--- config.mk ---
export PLATFORM = sky130hd
export DESIGN_NAME = regfile_mp
export DESIGN_NICKNAME = d
export VERILOG_FILES = /design/src/rtl/regfile_mp.sv
export SDC_FILE = /design/constraint.sdc
export NUM_CORES = 2
export LEC_CHECK = 0
export CAP_MARGIN = 20
export CORE_ASPECT_RATIO = 1.5
export CORE_MARGIN = 8
export CORE_UTILIZATION = 45
export CTS_CLUSTER_DIAMETER = 50
export CTS_CLUSTER_SIZE = 28
export DETAILED_ROUTE_END_ITERATION = 8
export PLACE_DENSITY = 0.65
export SYNTH_ARGS = -nofsm -noshare
export SYNTH_HDL_FRONTEND = slang
export SYNTH_SLANG_ARGS = --single-unit
--- constraint.sdc ---
create_clock -name clk -period 2.03 [get_ports clk]
set_clock_uncertainty 0.15 [all_clocks]
set_input_delay 0.203 -clock clk [delete_from_list [all_inputs] [get_ports clk]]
set_output_delay 0.203 -clock clk [all_outputs]
set_load 0.05 [all_outputs]
--- src/rtl/regfile_mp.sv ---
// Multi-port integer register file with write-to-read bypass and a per-register
// busy scoreboard used by decode for hazard detection.
module regfile_mp #(
   parameter int DATA_W   = 32,
   parameter int ADDR_W   = 5,
   parameter int NUM_RD   = 2,
   parameter int ZERO_REG = 1
) (
   input  logic                       clk,
   input  logic                       rst,
   input  logic                       wb0_en,
   input  logic [ADDR_W-1:0]          wb0_idx,
   input  logic [DATA_W-1:0]          wb0_data,
   input  logic                       wb1_en,
   input  logic [ADDR_W-1:0]          wb1_idx,
   input  logic [DATA_W-1:0]          wb1_data,
   input  logic                       sb_set_en,
   input  logic [ADDR_W-1:0]          sb_set_idx,
   input  logic                       sb_flush,
   input  logic [NUM_RD*ADDR_W-1:0]   rd_idx,
   output logic [NUM_RD*DATA_W-1:0]   rd_data,
   output logic [NUM_RD-1:0]          rd_busy
);

   localparam int DEPTH = 2**ADDR_W;

   logic [DATA_W-1:0] r_regs [DEPTH];
   logic [DEPTH-1:0]  r_busy;
   logic [DEPTH-1:0]  w_busy_nxt;

   always_ff @(posedge clk or negedge rst) begin
      if (!rst) begin
         for (int i = 0; i < DEPTH; i++) r_regs[i] <= '0;
         r_busy <= '0;
      end else begin
         for (int i = 0; i < DEPTH; i++) begin
            if (!(ZERO_REG != 0 && i == 0)) begin
               // The load port wins a same-index collision.
               if (wb1_en && wb1_idx == ADDR_W'(i))
                  r_regs[i] <= wb1_data;
               else if (wb0_en && wb0_idx == ADDR_W'(i))
                  r_regs[i] <= wb0_data;
            end
         end
         r_busy <= w_busy_nxt;
      end
   end

   // Set is applied after the write-back clears so a new producer keeps the register busy.
   always_comb begin
      w_busy_nxt = r_busy;
      if (sb_flush) begin
         w_busy_nxt = '0;
      end else begin
         if (wb0_en)    w_busy_nxt[wb0_idx]    = 1'b0;
         if (wb1_en)    w_busy_nxt[wb1_idx]    = 1'b0;
         if (sb_set_en) w_busy_nxt[sb_set_idx] = 1'b1;
         if (ZERO_REG != 0) w_busy_nxt[0] = 1'b0;
      end
   end

   for (genvar k = 0; k < NUM_RD; k++) begin : g_rd
      logic [ADDR_W-1:0] w_idx;
      logic              w_zero;
      logic              w_hit0;
      logic              w_hit1;

      assign w_idx  = rd_idx[k*ADDR_W +: ADDR_W];
      assign w_zero = (ZERO_REG != 0) && (w_idx == '0);
      assign w_hit1 = wb1_en && (wb1_idx == w_idx);
      assign w_hit0 = wb0_en && (wb0_idx == w_idx);

      // Reset forces quiet outputs immediately, even while a write-back is presented.
      assign rd_data[k*DATA_W +: DATA_W] = (!rst || w_zero) ? '0       :
                                           w_hit1           ? wb1_data :
                                           w_hit0           ? wb0_data :
                                                              r_regs[w_idx];
      assign rd_busy[k] = rst && !w_zero && r_busy[w_idx] && !(w_hit0 || w_hit1);
   end

endmodule

==> flow_metrics.env <==
export IMPL_n_fill_cell=12200
export IMPL_viasPerCell=6.63
export IMPL_synth_area_leaders="dfrtp_1 (38%), mux2i_1 (26%), a21oi_1 (4.0%)"
export IMPL_drt_iter0_drc=7804
export IMPL_grt_pass1_wl_um=436000
export IMPL_postRouteWirelength_um=304000
export IMPL_async_reset_ff_share_pct=100
export IMPL_dr_pass1_iters=6
export IMPL_p_sw_mw=26.5
export IMPL_syn_avg_cell_area_um2=9.62
export IMPL_multi_input_area_mm2=0.0401
export IMPL_post_drt_wl_per_cell_um=31.9
export IMPL_synth_area_mm2=0.0669
export IMPL_layout_commonest_cell="mux2i_1"
export IMPL_synth_seq_cells=1023
export IMPL_clock_latency_ps=750
export IMPL_min_period_ps=3200
export IMPL_crit_required_ps=1680
export IMPL_track_usage_pct=36.5
export IMPL_grt_setup_unrepaired="yes"
export IMPL_synth_warnings=32
export IMPL_core_mm2=0.148
export IMPL_seq_power_share_pct=40.1
export IMPL_fin_crit_sh_pct=158
export IMPL_synthDistinctLibCells=57
export IMPL_place_gp_congestion=1.00
export IMPL_total_leakage_power_nw=39.8
export IMPL_power_density_mw_per_mm2=871
export IMPL_die_area_mm2=0.161
export IMPL_portBuffers=160
export IMPL_grt_pass1_vias=62800
export IMPL_antenna_left=0
export IMPL_grt_max_degree=171
export IMPL_r2r_start="r_regs[822]$_DFFE_PN0P_"
export IMPL_worstHoldPathType="in -> reg"
export IMPL_p_int_mw=48.8
export IMPL_fmax_mhz=313
export IMPL_cp_end_kind="output pin"
export IMPL_via_count=63200
export IMPL_ir_drop_uv=682
export IMPL_area_growth_synth_to_final_pct=29.4
export IMPL_die_w_um=331
export IMPL_cpMaxStageDelayCell="mux4_2"
export IMPL_hpwl_um=211000
export IMPL_r2r_setup_slack_ps=890
export IMPL_slew_headroom_pct=28.7
export IMPL_hold_depth=7
export IMPL_cts_root_buf="clkbuf_16"
export IMPL_setup_viol=66
export IMPL_dpl_cell_count=9326
export IMPL_antenna_found_initial=3
export IMPL_ioPinCount=161
export IMPL_clk_pin_slew_ps=70
export IMPL_cts_tree="built"
export IMPL_worst_slew_pin_slew_ps=1070
export IMPL_cts_sinks=1023
export IMPL_regArea_mm2=0.0256
export IMPL_layout_common_cells="mux2i_1 (1703), dfrtp_1 (1023), buf_4 (828), nor2_1 (554), a21oi_1 (528)"
export IMPL_pwr_share_clk_pct=29.3
export IMPL_min_from="wb1_idx[1]"
export IMPL_utilization_pct=58.5
export IMPL_arrival_ps=2840
export IMPL_stdcell_count=9542
export IMPL_worst_slack_ps=-1170
export IMPL_critical_path_max_stage_delay_ps=490
export IMPL_drc_errors=0
export IMPL_timing_rr_end="r_regs[822]$_DFFE_PN0P_"
export IMPL_synth_nets=7047
export IMPL_switching_share_pct=35.2
export IMPL_seq_area_frac_synth_pct=38.3
export IMPL_synthCells=6952
export IMPL_cts_buffers=107
export IMPL_hold_end="r_busy[16]$_DFF_PN0_"
export IMPL_fin_nets=7615
export IMPL_initial_core_util_pct=45.2
export IMPL_max_cap_viol_count=0
export IMPL_overflow=0
export IMPL_ctsHtreeMaxLevel=3
export IMPL_rows=173
export IMPL_path_max_fanout=3
export IMPL_reg2reg_depth=4
export IMPL_finalHoldViolCount=0
export IMPL_synth_edff_count=0
export IMPL_synth_top_cell_area_share_pct=38.3
export IMPL_critPathLaunchType="flip-flop"
export IMPL_fp_dieH_um=488
export IMPL_layout_drive_gt1_share_pct=26.6
export IMPL_critical_path_class="reg -> out"
export IMPL_violations="negative setup slack"
export IMPL_ys_flop_type="dfrtp_1"
export IMPL_cp_cell_sequence="mux4_2, nor2b_2, nor3_2, a311oi_4, buf_4, o41ai_4, buf_12"
export IMPL_status="complete, but fails checks"
export IMPL_p_comb_share_pct=30.6
export IMPL_yosys_area_top_type="dfrtp_1"
export IMPL_drv_slew=0
export IMPL_cts_buffer_depth=3
export IMPL_preCtsSetupSlack_ps=-1180
-- synth_stat cells (11+ instances only) --
library cell,number
mux2i_1,1705
dfrtp_1,1023
nor2_1,569
nand2_1,541
clkbuf_1,533
a21oi_1,528
o21ai_0,451
o22ai_1,322
nor3_1,226
buf_2,135
mux4_2,110
buf_4,78
a32oi_1,77
nor2b_1,71
a221oi_1,65
mux2_2,65
o41ai_2,55
nand2b_1,52
a22oi_1,45
buf_1,45
buf_6,41
a311oi_1,32
o21a_1,32
o21ai_1,29
clkbuf_2,17
xor2_1,11
-- stage by stage --
stage	area [um2]	TNS, ps	total power [mW]	hold slack (ps)
floorplan	68400	-21300	42.7	-243
global placement	80900	-381680	50.9	32.4
detailed placement	80900	-404610	51.8	30.3
CTS	85900	-77090	74.4	80.5
global route	86500	-63490	78.1	105
finish	86500	-60650	75.3	75.9
-- cell families after synthesis --
kind of cell / share of synthesized area, %
AOI/OAI and AO/OA: 15.3
and+or+nand+nor: 9.72
muxes: 30.3
buffers and inverters: 6.15
xor gates and xnor gates: 0.273
DFF: 38.3
-- worst max-delay path: cells and delay by family (launching register included) --
family | cells | cell delay [ps]
buffers and inverters | 2 | 430
AOI/OAI and AO/OA | 2 | 550
and+or+nand+nor | 2 | 190
DFF | 1 | 410
muxes | 1 | 490
-- metal layers --
metal,part of all wire [%],track usage (%)
met2,44,56.0
met3,10,8.43
met1,36,44.2
met5,0,0
met4,9.5,28.2
-- worst max path at each step --
stage | from | depth (start not counted) | endpoint
2_1_floorplan | rd_idx[0] | 9 | rd_data[17]
3_3_place_gp | rd_idx[5] | 9 | rd_data[51]
3_5_place_dp | rd_idx[5] | 9 | rd_data[51]
4_1_cts | r_regs[782]$_DFFE_PN0P_ | 7 | rd_data[46]
5_1_grt | r_regs[883]$_DFFE_PN0P_ | 7 | rd_data[51]
6_report | r_regs[787]$_DFFE_PN0P_ | 7 | rd_data[51]
-- power groups by stage --
| stage | registers (mW) | clock network [mW] | logic, mW |
|---|---|---|---|
| 6_report | 30.2 | 22.1 | 23.1 |
| 5_1_grt | 30.6 | 22.9 | 24.6 |
| 4_1_cts | 29.9 | 22.2 | 22.3 |
| 3_5_place_dp | 30.2 | 0 | 21.6 |
| 3_3_place_gp | 29.9 | 0 | 21.0 |
| 2_1_floorplan | 28.8 | 0 | 13.8 |
-- sequential cells by signal, summed over array words and instances (netlist names) --
register,count
r_regs,992
r_busy,31
-- repair_timing --
item | 4_1_cts | 5_1_grt
pin swaps | 154 | 34
endpoints found under the setup margin | 66 | 559
gates resized for setup | 241 | 94
cloned | 0 | 3
hold buffers | 2 | 0
setup buffers | 11 | 14
hold endpoints to repair | 163 | 0
-- cell type report --
class / instances / share of cell area (%)
well taps: 1925 / 2.78
multi-input cells: 5070 / 46.3
inverters: 2 / 0.00867
diodes: 3 / 0.00867
repair buffers: 1316 / 16.8
flip-flops and latches: 1023 / 29.6
clock buffers: 117 / 3.23
clock inverters: 86 / 1.26
(Power assumes the default switching activity.)
